--- src/rtl/skid_buffer.sv ---
// skid_buffer: two-entry ready/valid register slice (output + skid register).
// All outputs come straight from flops, so the slice breaks every timing path.
`default_nettype none

module skid_buffer #(
  parameter int W = 32
) (
  input  logic         clk,
  input  logic         arst,
  input  logic         in_vld,
  input  logic [W-1:0] in_dat,
  output logic         in_rdy,
  output logic         out_vld,
  output logic [W-1:0] out_dat,
  input  logic         out_rdy
);

  typedef enum logic [1:0] {
    EMPTY = 2'd0,
    BUSY  = 2'd1,
    FULL  = 2'd2
  } state_t;

  state_t         state;
  state_t         state_nxt;
  logic [W-1:0]   odr;
  logic [W-1:0]   sdr;
  logic           odr_we;
  logic           sdr_we;
  logic           odr_from_sdr;
  logic           odr_en;
  logic           sdr_en;

  always_comb begin
    state_nxt    = state;
    odr_we       = 1'b0;
    sdr_we       = 1'b0;
    odr_from_sdr = 1'b0;
    case (state)
      EMPTY: begin
        if (in_vld) begin
          odr_we    = 1'b1;
          state_nxt = BUSY;
        end
      end
      BUSY: begin
        if (in_vld && out_rdy) begin
          odr_we = 1'b1;
        end else if (in_vld) begin
          sdr_we    = 1'b1;
          state_nxt = FULL;
        end else if (out_rdy) begin
          state_nxt = EMPTY;
        end
      end
      FULL: begin
        // in_rdy is low here, so in_dat is never looked at
        if (out_rdy) begin
          odr_we       = 1'b1;
          odr_from_sdr = 1'b1;
          state_nxt    = BUSY;
        end
      end
      default: state_nxt = EMPTY;
    endcase
  end

  // Data registers carry no reset, so loads are blocked while reset is held
  assign odr_en = odr_we & ~arst;
  assign sdr_en = sdr_we & ~arst;

  always_ff @(posedge clk or posedge arst) begin
    if (arst) begin
      state   <= EMPTY;
      in_rdy  <= 1'b1;
      out_vld <= 1'b0;
    end else begin
      state   <= state_nxt;
      in_rdy  <= (state_nxt != FULL);
      out_vld <= (state_nxt != EMPTY);
    end
  end

  always_ff @(posedge clk) begin
    if (odr_en) begin
      odr <= odr_from_sdr ? sdr : in_dat;
    end
    if (sdr_en) begin
      sdr <= in_dat;
    end
  end

  assign out_dat = odr;

endmodule

`default_nettype wire

--- config.mk ---
export PLATFORM = sky130hd
export DESIGN_NAME = skid_buffer
export DESIGN_NICKNAME = d
export VERILOG_FILES = /design/src/rtl/skid_buffer.sv
export SDC_FILE = /design/constraint.sdc
export NUM_CORES = 1
export LEC_CHECK = 0
export BUFFER_PORTS_ARGS = -buffer_cell sky130_fd_sc_hd__buf_2
export CAP_MARGIN = 20
export CORE_MARGIN = 2
export CORE_UTILIZATION = 30
export DETAILED_ROUTE_END_ITERATION = 7
export PLACE_DENSITY = 0.51
export SYNTH_ARGS = -nofsm -noshare
export SYNTH_HDL_FRONTEND = slang
export SYNTH_SLANG_ARGS = --single-unit
--- constraint.sdc ---
create_clock -name clk -period 3.22 [get_ports clk]
set_clock_uncertainty 0.2 [all_clocks]
set_input_delay 0.483 -clock clk [delete_from_list [all_inputs] [get_ports clk]]
set_output_delay 0.483 -clock clk [all_outputs]
set_load 0.1 [all_outputs]
Word-level counts from Yosys, hierarchy flattened. Cells that the tools add are included.

Bitwise operators: 3. Eq/ne operators: 3. Reductions and logical operators: 3. Mux-type cells: 14.

Operators with widths (count): 32-bit two-way mux (1); 2-bit two-way mux (5); 1-bit two-way mux (6); 2-bit one-hot mux with 3 select lines (1); 1-bit one-hot mux with 3 select lines (1); 1-bit AND (2); 2-bit by 1-bit equality test with 1-bit output (second input constant) (1); 2-bit equality test (second input constant) (1); 2-bit logical NOT (1); 2-bit != test (second input constant) (1); 2-bit nonzero test (1); 1-bit logical AND (1); 1-bit inverter (1).

Word-level logic and storage cells: 28. Bits in registers: 68. Output and inout bits: 34. Input port bits: 36.

Depth between registers and ports, before layout. Gate-level depths: netlist of the first run.

Word-level depth: 5. Gate-level depth with buffers: 3. Gate-level depth less buffers: 3.

Least setup slack after synthesis of the first run. OpenSTA, ideal clock, no wires.

Kind: reg2reg. Start point: reg state[1]. End point: reg sdr[0] (enable). Path buffers: 0. Stages on the path, launching flop included: 3. Library setup time: 0.461 ns. Required time: 2.559 ns. Data arrival time: 2.820 ns. Slack: -0.261 ns. Period minus slack after synthesis: 3.481 ns. Cell sequence: dfrtp_1 nand3b_1 nor3_1.

Word-level cells in the longest chain between the ends: 3.

RTL lines: from (decl) (line 24) `state_t state;`; from (signal assigned) (line 78) `state <= state_nxt;`; 2-bit by 1-bit equality test with 1-bit output (line 39) `case (state)`; 1-bit two-way mux (line 39); 1-bit AND (line 70) `assign sdr_en = sdr_we & ~arst;`; net sdr_en (line 32) `logic sdr_en;`; to (signal assigned) (line 89) `sdr <= in_dat;`; to (decl) (line 27) `logic [W-1:0] sdr;`.

The timed path passes the listed nets, and every way through them passes these cells. A chain may end at the register's enable or synchronous reset.

Worst setup path after layout of the first run.
Start point: reg state[0]. End point: reg odr[6] (netlist: out_dat[6]) (enable).

Word-level cells in the longest chain between the ends: 3. Elaborated cells between the ends (all ways): 5. Those cells by class: eq/ne: 2; mux: 1; bitwise: 1; reduce/logical: 1.

RTL lines: 2-bit equality test (tied with other cells) (line 39); 1-bit one-hot mux with 3 select lines * (line 39); 1-bit AND * (line 69) `assign odr_en = odr_we & ~arst;`; net odr_en (line 31) `logic odr_en;`; to (signal assigned) (line 86) `odr <= odr_from_sdr ? sdr : in_dat;`; to (decl) (line 26) `logic [W-1:0] odr;`.

The timed path passes the listed nets; every way through them passes the cells marked *.

==> results.md, run 1 <==
- Outcome: finished clean
- Sequential share of power: 48.4%
- Overall die area: 9490 µm²
- Number of I/O pins: 70
- Arrival time worst endpoint: 1.85 ns
- Cell count after synthesis: 118
- Finished Cell Area: 3330 µm²
- Start point of the critical path: state[0]$_DFF_PP0_
- Synthesized Nets: 154
- Crit Reg-Reg Startpoint: state[0]$_DFF_PP0_
- Post-detail-place hpwl: 2950 µm
- N_diodes: 0
- Port bufs: 69
- Vias in the first global route: 1,339
- Total standard cell area after synthesis: 2620 µm²
- Part of the cycle the worst path needs: 64.1%
- Top library cells by usage in the layout, fill and taps aside: 69 x buf_2, 64 x edfxtp_1, 28 x mux2_4
- Number of cell rows: 34
- Pin count of the biggest net entering global routing: 33
- Start point of the worst hold path: in_dat[4]
- Placed cell areas: 3110 µm²
- Leading cell type in the layout, fill and taps excluded: buf_2
- Syn-to-layout area delta: 27.4%
- Number of CTS-inserted buffers: 9
- H-tree level count: 3
- Fraction of final layout cells with drive strength greater than 1: 59.8%
- Worst endpoint required time: 3.01 ns
- Clock power frac: 35.2%
- Max-Slew Margin vs Limit: 66.3%
- First-pass GRT wire length: 7080 µm
- CTS tree: yes
- Switching power summed over all nets: 0.599 mW
- Biggest area contributors in the synthesized netlist: edfxtp_1 73%, mux2_4 16%, dfrtp_1 2.9%
- Category of the critical setup timing path: reg -> reg
- Leakage Power: 1.37 nW
- Buffer type at the clock tree root: clkbuf_8
- Share of the synthesized area in the top cell type: 73.4%
- Vias after detailed routing: 1,311
- DRC: 0
- Final setup violation count: 0
- Max Cap Violations: 0
- Internal reg-to-reg setup slack: 1.15 ns
- Placer congestion estimate: 0.700
- Combinational share of power: 16.5%
- Most area-hungry cell type in the Yosys netlist: edfxtp_1
- End-of-flow core utilization: 38.8%
- Startpoint type of the worst setup path: flip-flop
- Number of detailed-routing iterations run before antenna repair: 4
- DRT Wirelength: 4470 µm
- Final TNS setup: 0 ns
- Yosys warning count: 0
- Deepest clock path buffer count: 2
- Number of vias per cell: 4.20
- Final critical-path required period: 2.07 ns
- Clock-pin slew reported for the worst setup and hold paths after clock tree synthesis: 0.08 ns
- Count of nets after finishing: 235
- Hold crit path type: in -> reg
- Maximum vdd ir drop: 0.265 mV
- Starting Density: 30.5%
- Maximum clock frequency: 484 MHz
- Fraction of the yosys area taken by sequential cells: 77.3%
- Final-report hold violation count: 0
- Post-DRT Antenna Nets: 0
- Clock latency reported for the late side of the worst-skew pair: 0.33 ns
- Syn avg cell area: 22.2 µm²
- Initial antenna violation count: 0
- Slew at the pin closest to its max-slew limit: 0.509 ns
- Unrepaired setup endpoints after global routing: false
- Internal power: 1.54 mW
- Number of different library cells in the post-synthesis netlist: 19
- Core area: 8590 µm²
- Kind of capture point of the worst setup path: flip-flop
- Clock Sinks: 68
- Number of DRC violations after detailed-routing iteration 0: 60
- Overall die width: 97.4 µm
- Post-synthesis sequential element count: 68
- Height of the die: 97.4 µm
- Leftover overflow at the end of global routing: 0
- Worst Path Max Fanout: 32
- Number of max-slew violations in the final report: 0
- Average wire per standard cell: 14.3 µm
- Total power divided by cell area: 641 nW/µm²
- Switching share of power: 28.0%
- Aggregate global-route resource usage: 10.1%
[cells by family after synthesis]
group / after synthesis / share of synthesized area [%]
flops: 68 / 77.3
mux: 32 / 17.8
buf+inv: 5 / 1.58
compound gates: 3 / 0.669
simple gates: 10 / 2.68
[metrics by stage]
stage	instances	hold slack, ns	setup WS (ns)	power [mW]
final	312	0.131	1.15	2.14
after detailed placement	295	0.233	0.938	1.41
after CTS	312	0.116	1.12	2.17
after floorplan	118	0.0484	0.0729	1.34
after global routing	312	0.107	1.05	2.22
after global placement	295	0.228	0.961	1.40
[worst paths after layout]
path                                        end  depth (start not counted)
max                        out_dat[6]$_DFFE_PP_                          4
min                            sdr[4]$_DFFE_PP_                          1
max reg2reg                out_dat[6]$_DFFE_PP_                          4
min reg2reg                out_dat[5]$_DFFE_PP_                          1
max in group asynchronous      in_rdy$_DFF_PP1_                          3
min in group asynchronous     out_vld$_DFF_PP0_                          3
[critical path: stages, from the launching register on]
cell     delay, ns
dfrtp_1       0.40
nor2b_1       0.16
or3b_1        0.41
a21oi_4       0.15
buf_4         0.39
[synth_stat cells]
| master | instances |
|---|---|
| edfxtp_1 | 64 |
| mux2_4 | 28 |
| mux2_2 | 4 |
| buf_6 | 3 |
| dfrtp_1 | 3 |
| inv_1 | 2 |
| nor2_1 | 2 |
| a21o_1 | 1 |
| a21oi_1 | 1 |
| dfstp_2 | 1 |
| nand2_1 | 1 |
| nand2b_1 | 1 |
| nand3_1 | 1 |
| nand3b_1 | 1 |
| nand3b_4 | 1 |
| nor2b_1 | 1 |
| nor3_1 | 1 |
| o21ai_0 | 1 |
| or3b_1 | 1 |
[power by group through the flow]
stage | logic (mW) | registers (mW) | clock network [mW]
6_report | 0.352 | 1.03 | 0.751
5_1_grt | 0.368 | 1.04 | 0.813
4_1_cts | 0.356 | 1.03 | 0.775
3_5_place_dp | 0.354 | 1.05 | 0
3_3_place_gp | 0.352 | 1.05 | 0
2_1_floorplan | 0.0814 | 1.25 | 0
[final cells by class]
type	count	area [µm²]
Timing Repair Buffer	73	378
Fill cell	834	5260
Multi-Input combinational cell	45	576
Clock buffer	9	124
Sequential cell	68	2020
Tap cell	108	135
Clock inverter	7	91.3
Inverter	2	7.51
[what timing repair did]
action | CTS | global route
buffers inserted | 0 | 0
gates resized for setup | 0 | 0
hold buffers | 1 | 0
endpoints found under the hold margin | 3 | 0
setup endpoints to repair | 0 | 0
[state kept, by name, indices dropped and copies added, names as in the netlist]
register and count:
state 2, sdr 32, out_vld 1, out_dat 32
in_rdy 1
[per-layer routing]
layer	wire length (µm)	part of all wire, %	global-route usage [%]	up-vias
met3	209	4.7	3.88	6
met5	0	0	0	-
li1	-	-	-	621
met2	2300	51	15.5	34
met1	1870	42	12.0	650
met4	94	2.1	5.88	0
No activity file was read; power rests on OpenSTA's default activity.
==> inputs of run 2 (changes only) <==
--- a/config.mk
+++ b/config.mk
@@ -10,7 +10,7 @@
 export CORE_MARGIN = 2
 export CORE_UTILIZATION = 30
 export DETAILED_ROUTE_END_ITERATION = 7
-export PLACE_DENSITY = 0.51
+export PLACE_DENSITY = 0.49
 export SYNTH_ARGS = -nofsm -noshare
 export SYNTH_HDL_FRONTEND = slang
 export SYNTH_SLANG_ARGS = --single-unit
==> constraint.sdc (replaced) <==
create_clock -name clk -period 1.97 [get_ports clk]
set_clock_uncertainty 0.2 [all_clocks]
set_input_delay 0.2955 -clock clk [delete_from_list [all_inputs] [get_ports clk]]
set_output_delay 0.2955 -clock clk [all_outputs]
set_load 0.1 [all_outputs]
==> run 2 against run 1 <==
Net effect: sequential share of layout area shrank 6.3 points; total power grew 65%; sequential cell count is the same; critical path depth is the same; clock power grew 58%; via count grew 10%; worst setup slack lost 1.0 ns; cell area grew 12%; final cell count grew 11%; sequential power grew 64%.
==> results.md, run 2 (same netlist as run 1, synthesis figures left out) <==
- Top library cells by usage in the layout, fill and taps aside: 69 x buf_2, 64 x edfxtp_1, 33 x dlygate4sd3_1 (was 69 x buf_2, 64 x edfxtp_1, 28 x mux2_4)
- Worst endpoint required time: 1.79 ns (was 3.01 ns)
- Port bufs: 69 (unchanged)
- Count of nets after finishing: 269 (was 235)
- Outcome: finished clean (unchanged)
- Clock latency reported for the late side of the worst-skew pair: 0.33 ns (about the same)
- Post-CTS setup repair buffer count: 0 (unchanged)
- Final setup violation count: 0 (unchanged)
- Total power divided by cell area: 948 nW/µm² (was 641 nW/µm²)
- Category of the critical setup timing path: reg -> reg (unchanged)
- Part of the cycle the worst path needs: 94.0% (was 64.1%)
- Unrepaired setup endpoints after global routing: false (unchanged)
- End-of-flow core utilization: 43.3% (was 38.8%)
- Leftover overflow at the end of global routing: 0 (unchanged)
- Number of cells after detailed placement: 297 (was 295)
- N_diodes: 0 (unchanged)
- Core area: 8590 µm² (unchanged)
- Post-DRT Antenna Nets: 0 (unchanged)
- Post-detail-place hpwl: 3080 µm (was 2950 µm)
- Maximum vdd ir drop: 0.362 mV (was 0.265 mV)
- H-tree level count: 3 (unchanged)
- Syn-to-layout area delta: 42.2% (was 27.4%)
- Crit Reg-Reg Startpoint: state[0]$_DFF_PP0_ (unchanged)
- Aggregate global-route resource usage: 10.6% (was 10.1%)
- Deepest clock path buffer count: 2 (unchanged)
- DRT Wirelength: 4630 µm (was 4470 µm)
- Number of CTS-inserted buffers: 9 (unchanged)
- Number of detailed-routing iterations run before antenna repair: 4 (unchanged)
- Start point of the critical path: state[0]$_DFF_PP0_ (unchanged)
- Buffer type at the clock tree root: clkbuf_8 (unchanged)
- Number of max-slew violations in the final report: 0 (unchanged)
- CTS tree: yes (unchanged)
- Overall die area: 9490 µm² (unchanged)
- Starting Density: 30.5% (unchanged)
- Post-Layout Cell Count: 346 (was 312)
- Overall die width: 97.4 µm (unchanged)
- Hold crit path type: in -> reg (unchanged)
- Max Cap Violations: 0 (unchanged)
- Start point of the worst hold path: out_rdy (was in_dat[4])
- Finished Cell Area: 3720 µm² (was 3330 µm²)
- Number of vias per cell: 4.17 (was 4.20)
- CTS-repair resized insts: 0 (unchanged)
- Placed cell areas: 3180 µm² (was 3110 µm²)
- Arrival time worst endpoint: 1.67 ns (was 1.85 ns)
- Worst Path Max Fanout: 32 (unchanged)
- Initial antenna violation count: 0 (unchanged)
- DRC: 0 (unchanged)
- Smallest hold slack: 0.110 ns (was 0.131 ns)
- Number of cell rows: 34 (unchanged)
- Slew at the pin closest to its max-slew limit: 0.503 ns (was 0.509 ns)
- Leakage Power: 1.54 nW (was 1.37 nW)
- Leading cell type in the layout, fill and taps excluded: buf_2 (unchanged)
- Vias after detailed routing: 1,443 (was 1,311)
- Number of I/O pins: 70 (unchanged)
- Average wire per standard cell: 13.4 µm (was 14.3 µm)
- Clock-pin slew reported for the worst setup and hold paths after clock tree synthesis: 0.06 ns (was 0.08 ns)
- Pin count of the biggest net entering global routing: 33 (unchanged)
- First-pass GRT wire length: 7670 µm (was 7080 µm)
- Kind of capture point of the worst setup path: flip-flop (unchanged)
- Fraction of final layout cells with drive strength greater than 1: 52.5% (was 59.8%)
- Clock Sinks: 68 (unchanged)
- Vias in the first global route: 1,555 (was 1,339)
- Max-Slew Margin vs Limit: 66.7% (was 66.3%)
- Number of DRC violations after detailed-routing iteration 0: 81 (was 60)
- Final-report hold violation count: 0 (unchanged)
- Height of the die: 97.4 µm (unchanged)
- Maximum clock frequency: 540 MHz (was 484 MHz)
- Placer congestion estimate: 0.789 (was 0.700)
- Startpoint type of the worst setup path: flip-flop (unchanged)
- Final critical-path required period: 1.85 ns (was 2.07 ns)
[run 2: cell types whose count changed in the layout (fill, tap and decap cells not counted)]
| cell | change |
|---|---|
| clkinv_1 | -1 |
| dlygate4sd3_1 | +32 |
| clkbuf_1 | +2 |
| clkinv_4 | -1 |
| buf_12 | +4 |
| or3b_1 | -1 |
| clkinvlp_4 | -1 |
| or3b_4 | +1 |
| nor2b_4 | +1 |
| buf_4 | -2 |
| nor2b_1 | -1 |
| clkinv_2 | +1 |
[run 2: repair_timing]
action,in CTS,in global routing
setup endpoints to repair,0,0
hold buffers,33,0
hold endpoints to repair,36,0
[run 2: metrics by stage]
| step | power (mW) | worst slack, ns | TNS (ns) |
|---|---|---|---|
| 2_1_floorplan | 2.19 | -0.112 | -6.52 |
| 3_5_place_dp | 2.32 | 0.114 | 0 |
| 6_report | 3.53 | 0.118 | 0 |
| 5_1_grt | 3.68 | 0.0610 | 0 |
| 3_3_place_gp | 2.31 | 0.138 | 0 |
| 4_1_cts | 3.60 | 0.105 | 0 |
[run 2: routing by layer]
layer	vias to the layer above	GRT usage, %	share of wire, %
met5	-	0	0
met3	9	3.09	4.5
met2	35	17.4	51
met4	0	5.77	1.9
li1	690	-	-
met1	709	12.4	42
[run 2: worst max-delay path, stage by stage, from the launching register on]
cell     delay [ns]
dfrtp_1        0.41
nor2b_4        0.15
or3b_4         0.40
a21oi_4        0.16
buf_12         0.22
[run 2: layout make-up]
class                           instances  area (µm²)
Clock buffer                           11         131
Clock inverter                          5        76.3
Fill cell                             803        4870
Inverter                                2        7.51
Multi-Input combinational cell         45         586
Sequential cell                        68        2020
Tap cell                              108         135
Timing Repair Buffer                  107         763
[run 2: final timing paths]
check	to	slack (ns)	depth (start not counted)
hold / removal	in_rdy$_DFF_PP1_	0.11	2
max in group asynchronous	in_rdy$_DFF_PP1_	1.10	3
min in group asynchronous	out_vld$_DFF_PP0_	0.25	3
hold reg to reg	out_dat[12]$_DFFE_PP_	0.35	1
setup / recovery	out_dat[18]$_DFFE_PP_	0.12	4
setup reg to reg	out_dat[18]$_DFFE_PP_	0.12	4
[run 2: power breakdown]
group          leakage, nW  internal [mW]  switching, mW
Clock                0.101          0.707          0.487
Sequential           0.634           1.67         0.0209
Combinational        0.804          0.198          0.445
